===== src/rtl/div_ctrl_pkg.sv =====
// div_ctrl_pkg
// Shared constants for the EX-stage divider sequencing controller:
//   - reset level and divider handshake levels
//   - controller state encoding (DivCtrlIdle/Busy/Done/Abort)
package div_ctrl_pkg;

    localparam logic RstEnable      = 1'b1;   // rst level that resets
    localparam logic DivStart       = 1'b1;   // divider start_i: run
    localparam logic DivStop        = 1'b0;   // divider start_i: release
    localparam logic DivResultReady = 1'b1;   // divider ready_o: result valid

    typedef enum logic [1:0] {
        DivCtrlIdle  = 2'd0,
        DivCtrlBusy  = 2'd1,
        DivCtrlDone  = 2'd2,
        DivCtrlAbort = 2'd3
    } div_ctrl_state_e;

endpackage


===== src/rtl/div_ctrl_if.sv =====
// div_ctrl_if
// Handshake bundle between the sequencing controller and the multi-cycle
// divider.
//   div_start  : controller -> divider, start_i (DivStart/DivStop)
//   div_annul  : controller -> divider, annul_i (abort current division)
//   div_signed : controller -> divider, signed_div_i
//   div_op1    : controller -> divider, opdata1_i (dividend)
//   div_op2    : controller -> divider, opdata2_i (divisor)
//   div_result : divider -> controller, {remainder, quotient}
//   div_ready  : divider -> controller, result valid
// Modports: master = controller side, slave = divider side.
interface div_ctrl_if;
    logic        div_start;
    logic        div_annul;
    logic        div_signed;
    logic [31:0] div_op1;
    logic [31:0] div_op2;
    logic [63:0] div_result;
    logic        div_ready;

    modport master (
        output div_start, div_annul, div_signed, div_op1, div_op2,
        input  div_result, div_ready
    );

    modport slave (
        input  div_start, div_annul, div_signed, div_op1, div_op2,
        output div_result, div_ready
    );
endinterface


===== src/rtl/div_ctrl.sv =====
// div_ctrl
// Sequences a DIV/DIVU from EX through the multi-cycle divider: latches the
// operands, holds start high while the divider runs, stalls the pipeline
// until the result is available, holds the result while EX is stalled and
// aborts a hung division with a watchdog.
// Ports:
//   clk, rst         : clock, synchronous active-high reset
//   div_req_i        : EX holds a DIV/DIVU
//   signed_i         : 1 = DIV, 0 = DIVU
//   op1_i, op2_i     : dividend / divisor from EX
//   flush_i          : pipeline flush
//   stall_i          : EX held by a later stage
//   stallreq_o       : stall request at EX
//   result_o         : {remainder, quotient}
//   result_valid_o   : result_o valid for the instruction in EX
//   busy_o           : controller not idle
//   timeout_o        : sticky watchdog-abort flag
//   div_if           : divider handshake (master side)
module div_ctrl
    import div_ctrl_pkg::*;
#(
    parameter int TIMEOUT_CYCLES = 40,
    parameter int CNT_W          = 6
) (
    input  logic             clk,
    input  logic             rst,
    input  logic             div_req_i,
    input  logic             signed_i,
    input  logic [31:0]      op1_i,
    input  logic [31:0]      op2_i,
    input  logic             flush_i,
    input  logic             stall_i,
    output logic             stallreq_o,
    output logic [63:0]      result_o,
    output logic             result_valid_o,
    output logic             busy_o,
    output logic             timeout_o,
    div_ctrl_if.master       div_if
);

    localparam logic [CNT_W-1:0] CntLast = CNT_W'(TIMEOUT_CYCLES - 1);

    div_ctrl_state_e state_q, state_d;
    logic [CNT_W-1:0] cnt_q, cnt_d;
    logic [31:0]      op1_q, op1_d;
    logic [31:0]      op2_q, op2_d;
    logic             signed_q, signed_d;
    logic [63:0]      result_q, result_d;
    logic             timeout_q, timeout_d;

    logic             stallreq;
    logic             start;
    logic             annul;
    logic             result_valid;

    always_ff @(posedge clk) begin
        if (rst == RstEnable) begin
            state_q   <= DivCtrlIdle;
            cnt_q     <= '0;
            op1_q     <= '0;
            op2_q     <= '0;
            signed_q  <= 1'b0;
            result_q  <= '0;
            timeout_q <= 1'b0;
        end else begin
            state_q   <= state_d;
            cnt_q     <= cnt_d;
            op1_q     <= op1_d;
            op2_q     <= op2_d;
            signed_q  <= signed_d;
            result_q  <= result_d;
            timeout_q <= timeout_d;
        end
    end

    always_comb begin
        state_d      = state_q;
        cnt_d        = cnt_q;
        op1_d        = op1_q;
        op2_d        = op2_q;
        signed_d     = signed_q;
        result_d     = result_q;
        timeout_d    = timeout_q;
        stallreq     = 1'b0;
        start        = DivStop;
        annul        = 1'b0;
        result_valid = 1'b0;

        // Strobes are suppressed while rst is high: the divider shares the
        // reset, so an annul pulse here would be redundant.
        if (rst != RstEnable) begin
            unique case (state_q)
                DivCtrlIdle: begin
                    if (div_req_i && !flush_i) begin
                        op1_d    = op1_i;
                        op2_d    = op2_i;
                        signed_d = signed_i;
                        stallreq = 1'b1;
                        cnt_d    = '0;
                        state_d  = DivCtrlBusy;
                    end
                end
                DivCtrlBusy: begin
                    start    = DivStart;
                    stallreq = 1'b1;
                    cnt_d    = cnt_q + CNT_W'(1);
                    // A flush beats a result arriving in the same cycle.
                    if (flush_i) begin
                        annul   = 1'b1;
                        state_d = DivCtrlAbort;
                    end else if (div_if.div_ready == DivResultReady) begin
                        result_d = div_if.div_result;
                        state_d  = DivCtrlDone;
                    end else if (cnt_q == CntLast) begin
                        // Hung divider: hand EX a zero result so it can retire.
                        annul     = 1'b1;
                        timeout_d = 1'b1;
                        result_d  = '0;
                        state_d   = DivCtrlDone;
                    end
                end
                DivCtrlDone: begin
                    result_valid = !flush_i;
                    if (flush_i || !stall_i) begin
                        state_d = DivCtrlIdle;
                    end
                end
                DivCtrlAbort: begin
                    // One quiet cycle lets the divider settle in its free state.
                    state_d = DivCtrlIdle;
                end
                default: begin
                    state_d = DivCtrlIdle;
                end
            endcase
        end
    end

    assign stallreq_o        = stallreq;
    assign result_o          = result_q;
    assign result_valid_o    = result_valid;
    assign busy_o            = (state_q != DivCtrlIdle);
    assign timeout_o         = timeout_q;
    assign div_if.div_start  = start;
    assign div_if.div_annul  = annul;
    assign div_if.div_signed = signed_q;
    assign div_if.div_op1    = op1_q;
    assign div_if.div_op2    = op2_q;

endmodule

===== src/flat_wrapper.sv =====
// flat-port wrapper written by rule: the top's interface ports become plain ports
module div_ctrl_flat import div_ctrl_pkg::*;
#(
    parameter int TIMEOUT_CYCLES = 40,
    parameter int CNT_W          = 6
)
  (clk, rst, div_req_i, signed_i, op1_i, op2_i, flush_i, stall_i, stallreq_o, result_o, result_valid_o, busy_o, timeout_o, div_if_div_start, div_if_div_annul, div_if_div_signed, div_if_div_op1, div_if_div_op2, div_if_div_result, div_if_div_ready);
  div_ctrl_if div_if_i ();
  input  logic clk;
  input  logic rst;
  input  logic div_req_i;
  input  logic signed_i;
  input  logic [31:0] op1_i;
  input  logic [31:0] op2_i;
  input  logic flush_i;
  input  logic stall_i;
  output logic stallreq_o;
  output logic [63:0] result_o;
  output logic result_valid_o;
  output logic busy_o;
  output logic timeout_o;
  output wire logic [$bits(div_if_i.div_start)-1:0] div_if_div_start;
  output wire logic [$bits(div_if_i.div_annul)-1:0] div_if_div_annul;
  output wire logic [$bits(div_if_i.div_signed)-1:0] div_if_div_signed;
  output wire logic [$bits(div_if_i.div_op1)-1:0] div_if_div_op1;
  output wire logic [$bits(div_if_i.div_op2)-1:0] div_if_div_op2;
  input wire logic [$bits(div_if_i.div_result)-1:0] div_if_div_result;
  input wire logic [$bits(div_if_i.div_ready)-1:0] div_if_div_ready;
  assign div_if_div_start = div_if_i.div_start;
  assign div_if_div_annul = div_if_i.div_annul;
  assign div_if_div_signed = div_if_i.div_signed;
  assign div_if_div_op1 = div_if_i.div_op1;
  assign div_if_div_op2 = div_if_i.div_op2;
  assign div_if_i.div_result = div_if_div_result;
  assign div_if_i.div_ready = div_if_div_ready;
  div_ctrl #(.TIMEOUT_CYCLES(TIMEOUT_CYCLES), .CNT_W(CNT_W)) u_core (.clk(clk), .rst(rst), .div_req_i(div_req_i), .signed_i(signed_i), .op1_i(op1_i), .op2_i(op2_i), .flush_i(flush_i), .stall_i(stall_i), .stallreq_o(stallreq_o), .result_o(result_o), .result_valid_o(result_valid_o), .busy_o(busy_o), .timeout_o(timeout_o), .div_if(div_if_i));
endmodule

===== config.mk =====
export PLATFORM = sky130hd
export DESIGN_NAME = div_ctrl_flat
export DESIGN_NICKNAME = d
export VERILOG_FILES = /design/src/rtl/div_ctrl_pkg.sv /design/src/rtl/div_ctrl_if.sv /design/src/rtl/div_ctrl.sv /design/src/flat_wrapper.sv
export SDC_FILE = /design/constraint.sdc
export NUM_CORES = 1
export LEC_CHECK = 0
export BUFFER_PORTS_ARGS = -buffer_cell sky130_fd_sc_hd__buf_2
export CORE_MARGIN = 2
export CORE_UTILIZATION = 45
export DETAILED_ROUTE_END_ITERATION = 10
export GPL_TIMING_DRIVEN = 1
export PLACE_DENSITY = 0.8
export RECOVER_POWER = 25
export SETUP_SLACK_MARGIN = 0.4
export SLEW_MARGIN = 10
export SYNTH_ARGS = -nofsm -noshare
export SYNTH_HDL_FRONTEND = slang
export SYNTH_SLANG_ARGS = --single-unit

===== constraint.sdc =====
create_clock -name clk -period 1.9 [get_ports clk]
set_input_delay 0.38 -clock clk [delete_from_list [all_inputs] [get_ports clk]]
set_output_delay 0.38 -clock clk [all_outputs]
set_load 0.01 [all_outputs]

# Word level (Yosys, flattened, before mapping)
# Index checks and enable logic that the tools add are counted.
# totals
ff_bits,138
# classes
n_addsub,1
eq_ne,7
mux,22
n_reduce_logical,13
bitwise_logic,2
# ops
op,n
$mux 64,2
$pmux 6 s2,1
$mux 1,11
$mux 2,5
$pmux 2 s4,1
$add 6x1->6 const B,1
$eq 6x6->1 const B,1
$mux 6,1
$reduce_and 3->1,2
$reduce_bool 2->1,3
$eq 2x2->1 const B,2
$ne 2x1->1 const B,2
$ne 4x3->1 const B,1
$reduce_and 2->1,2
$reduce_and 4->1,1
$eq 2x1->1 const B,1
$logic_not 1->1,2
$logic_not 2->1,1
$not 1->1,2
$pmux 1 s2,1
$logic_and 1x1->1,1
$logic_or 1x1->1,1

# Depth between registers and ports, before layout
# logic_depth
ltp_word,6
ltp_mapped,7
ltp_nobuf,4

# Worst setup path after synthesis
# No wires, ideal clock.
# synth_path
path_kind,flip-flop to flip-flop
from,reg u_core.cnt_q[0]
to,reg u_core.result_q[32] (netlist: u_core.result_o[32])
stages_incl_launch_ff,7
t_arrival_ns,1.474
required_time_ns,1.830
setup_slack_ns,0.355
path_cell_list,dfxtp_1 > ha_1 > a41oi_1 > buf_4 > clkbuf_1 > o21ai_0 > a21oi_1
# synth_via
elab_chain_len,3
# synth_rtl
item,line,rtl
"start, declared",div_ctrl.sv:44,"logic [CNT_W-1:0] cnt_q, cnt_d;"
"start signal, assigned",div_ctrl.sv:67,cnt_q <= cnt_d;
$eq 6x6->1,div_ctrl.sv:114,end else if (cnt_q == CntLast) begin
$reduce_bool 2->1 (no source line),--,
$reduce_and 3->1 (no source line),--,
"end signal, assigned",div_ctrl.sv:71,result_q <= result_d;
"end, declared",div_ctrl.sv:48,"logic [63:0] result_q, result_d;"
# No other way between the ends.
# A chain may end at the register's enable or synchronous reset.

# Worst setup path after layout
# layout_path
from,reg u_core.cnt_q[1]
to,out div_if_div_annul
# layout_via
elab_chain_len,6
# layout_rtl
item,line,rtl
$eq 6x6->1,div_ctrl.sv:114,
$mux 1,div_ctrl.sv:114,
$mux 1,div_ctrl.sv:111,end else if (div_if.div_ready == DivResultReady) begin
$mux 1,div_ctrl.sv:108,if (flush_i) begin
$mux 1,div_ctrl.sv:92,unique case (state_q)
$mux 1,div_ctrl.sv:91,if (rst != RstEnable) begin
"end, declared",flat_wrapper.sv:23,output wire logic [$bits(div_if_i.div_annul)-1:0] div_if_div_annul;
# No other way between the ends.

==> results.json <==
{
  "cts_root_buffer": "clkbuf_8",
  "initial_core_util_pct": 46.44,
  "pwr-share-seq_pct": 43.8,
  "rsz0062_at_grt": "true",
  "p_switching_mw": 1.817,
  "place_congestion": 0.8327,
  "fmax_mhz": 504.4,
  "design_power_total_mw": 6.962,
  "cts.sinks": 138,
  "seq_area_frac_synth_pct": 54.64,
  "viasPerCell": 5.313,
  "layout.nets": 1053,
  "cp-end-kind": "primary output",
  "setup_viol": 1,
  "final.min_clock_period_ns": 1.983,
  "skew_ns": 0.009464,
  "ios": 270,
  "fin_crit_sh_pct": 104.4,
  "cap_violations": 0,
  "route.detailed.drc": 0,
  "chipWidth_um": 110,
  "clk_latency_ns": 0.51,
  "clockBufferDepth": 2,
  "htree_levels": 4,
  "worst_hold_path_type": "input pin to register",
  "wirelength_um": 19290,
  "cts_tree": "built",
  "syn_area_um2": 5056,
  "outcome": "finished with violations",
  "yosysTopAreaCellShare_pct": 54.64,
  "wire_per_inst_um": 18.01,
  "rows": 38,
  "swShare_pct": 26.10,
  "grt_max_degree": 128,
  "fillerInstances": 755,
  "die_h_um": 110,
  "cts_buffers": 17,
  "hold_viol_final": 0,
  "cellPowerDensity_nw_per_um2": 808.8,
  "grt_util_all_layers_pct": 27.81,
  "hold_ws_ns": 0.1076,
  "grt_pass1_vias": 5119,
  "dp_hpwl_um": 9597,
  "synth_area_leaders": "dfxtp_1 55%, nand2_1 15%, a21oi_1 13%",
  "syn2layout_area_growth_pct": 70.25,
  "final_common_cell": "buf_2",
  "vias": 5690,
  "worstPathArrival_ns": 1.60,
  "synth_cell_types": 30,
  "relSlewSlack_pct": 48.88,
  "syn-num-nets": 763,
  "power.leakage_nw": 3.887,
  "initialDrtViolationCount": 454,
  "power.clock.fraction_pct": 42.9,
  "path_cells": "ha_4 > nand4_1 > nor2_1 > o21a_1 > buf_2",
  "critPathLaunchType": "register",
  "layout_common_cells": "213 x buf_2, 132 x nand2_1, 130 x dfxtp_1, 72 x a21oi_1, 64 x a21oi_2",
  "ys_warn_count": 0,
  "internal_power_mw": 5.145,
  "postSynthRegisterBits": 138,
  "crit_path_max_incr_delay_ns": 0.36,
  "overflow": 0,
  "maxSlewViolCount": 0,
  "critPathBufInv": 1,
  "core_um2": 10890,
  "combPwrFrac_pct": 13.3,
  "die_area_um2": 12100,
  "worst_ep_required_time_ns": 1.52,
  "synth_area_leader_cell": "dfxtp_1",
  "io_buffers": 269,
  "ir_drop_v": 0.0006386,
  "utilization_pct": 79.06,
  "critPathKind": "register to primary output",
  "slowest_stage": "dfxtp_4",
  "violations": "negative setup slack",
  "drive_gt1_share_pct": 50.65,
  "crit_fanout": 2,
  "worst_slack_ns": -0.08266,
  "first_pass_iters": 5,
  "pre_cts_ws_ns": 0.2472,
  "antenna_found_initial": 1,
  "synth.avg_cell_area_um2": 8.064,
  "ant_nets": 0,
  "tightest_slew_ns": 0.7667,
  "grt_pass1_wl_um": 25750,
  "clk_pin_slew_ns": 0.06,
  "crit_family": "flip-flops",
  "synth_cells": 627
}
==> power by group through the flow <==
stage | combinational (mW) | clock, mW | sequential, mW
finish | 0.928 | 2.99 | 3.05
global placement | 0.634 | 0 | 3.10
global route | 0.994 | 3.17 | 3.06
floorplan | 0.282 | 0 | 3.15
CTS | 0.846 | 3.01 | 3.04
detailed placement | 0.636 | 0 | 3.10
==> metrics by stage <==
stage / TNS (ns) / area [µm²] / cells
finish: -0.08266 / 8608 / 1071
CTS: -0.01466 / 8143 / 1063
detailed placement: 0 / 6462 / 994
floorplan: 0 / 5061 / 627
global placement: 0 / 6462 / 994
global route: -0.4489 / 8608 / 1071
==> Yosys cell counts <==
master    number
nand2_1      196
dfxtp_1      138
a21oi_1      136
o21ai_0       59
clkbuf_1      31
nor2_1        10
buf_2          7
buf_8          6
o21ai_1        6
buf_1          5
a211oi_1       4
inv_1          4
a41oi_1        3
a311oi_1       2
buf_6          2
nand3_1        2
nor2b_1        2
or3_1          2
a22oi_1        1
and2_1         1
buf_4          1
ha_1           1
nand4_1        1
nor2_8         1
nor3_1         1
nor3b_1        1
o21a_1         1
o21bai_1       1
o31a_1         1
or3b_4         1
==> registers in the layout (all words and copies together), names as in the netlist <==
signal and flops:
u_core.state_q 2, u_core.div_if.div_op2 32, u_core.timeout_o 1, u_core.cnt_q 6
u_core.div_if.div_signed 1, u_core.result_o 64, u_core.div_if.div_op1 32
==> path summary, 6_finish.rpt <==
kind / cells after the start / from / slack, ns / to
hold reg to reg: 2 / u_core.div_if.div_op2[24] / 0.45 / u_core.div_if.div_op2[24]
hold / removal: 3 / op2_i[9] / 0.11 / u_core.div_if.div_op2[9]
setup / recovery: 5 / u_core.cnt_q[1] / -0.08 / div_if_div_annul
setup reg to reg: 7 / u_core.state_q[0] / 0.06 / u_core.div_if.div_op2[2]
==> cells by family (layout without fill, tap and decap cells) <==
logic type | count (synthesis) | count (layout) | synth area share [%]
other | 0 | 1 | 0
DFF | 138 | 138 | 54.64
AOI/OAI and AO/OA | 214 | 214 | 21.98
buffers and inverters | 56 | 359 | 6.038
adders and majority gates | 1 | 1 | 0.2474
and+or+nand+nor | 218 | 218 | 17.10
==> routing by layer <==
metal,track usage (%),share of wire (%),wire length [µm]
met2,49.04,53,10170
met1,33.00,38,7402
met3,5.644,6.0,1161
met5,0,0,0
met4,11.03,2.9,553
==> cell type report <==
| cell class | instances | area (µm²) | share of cell area (%) |
|---|---|---|---|
| Clock inverter | 12 | 101.3 | 1.177 |
| Sequential cell | 138 | 2788 | 32.38 |
| Clock buffer | 20 | 435.4 | 5.058 |
| Timing Repair Buffer | 323 | 2170 | 25.20 |
| Antenna cell | 1 | 2.502 | 0.02907 |
| Tap cell | 140 | 175.2 | 2.035 |
| Multi-Input combinational cell | 433 | 2919 | 33.91 |
| Inverter | 4 | 17.52 | 0.2035 |
==> timing repair <==
action / in CTS / in global routing
buffers inserted: 24 / 7
resized for setup: 206 / 135
pin swaps: 39 / 45
gates cloned: 13 / 0
hold buffers: 0 / 0
setup endpoints to repair: 67 / 72
==> worst register-to-register path, stage by stage, from the launching register on <==
cell	delay (ns)
dfxtp_4	0.39
buf_6	0.13
nor2_1	0.16
clkbuf_4	0.16
nand2_1	0.06
clkbuf_4	0.46
nand2_1	0.26
a21oi_1	0.09
(Power assumes the default switching activity.)
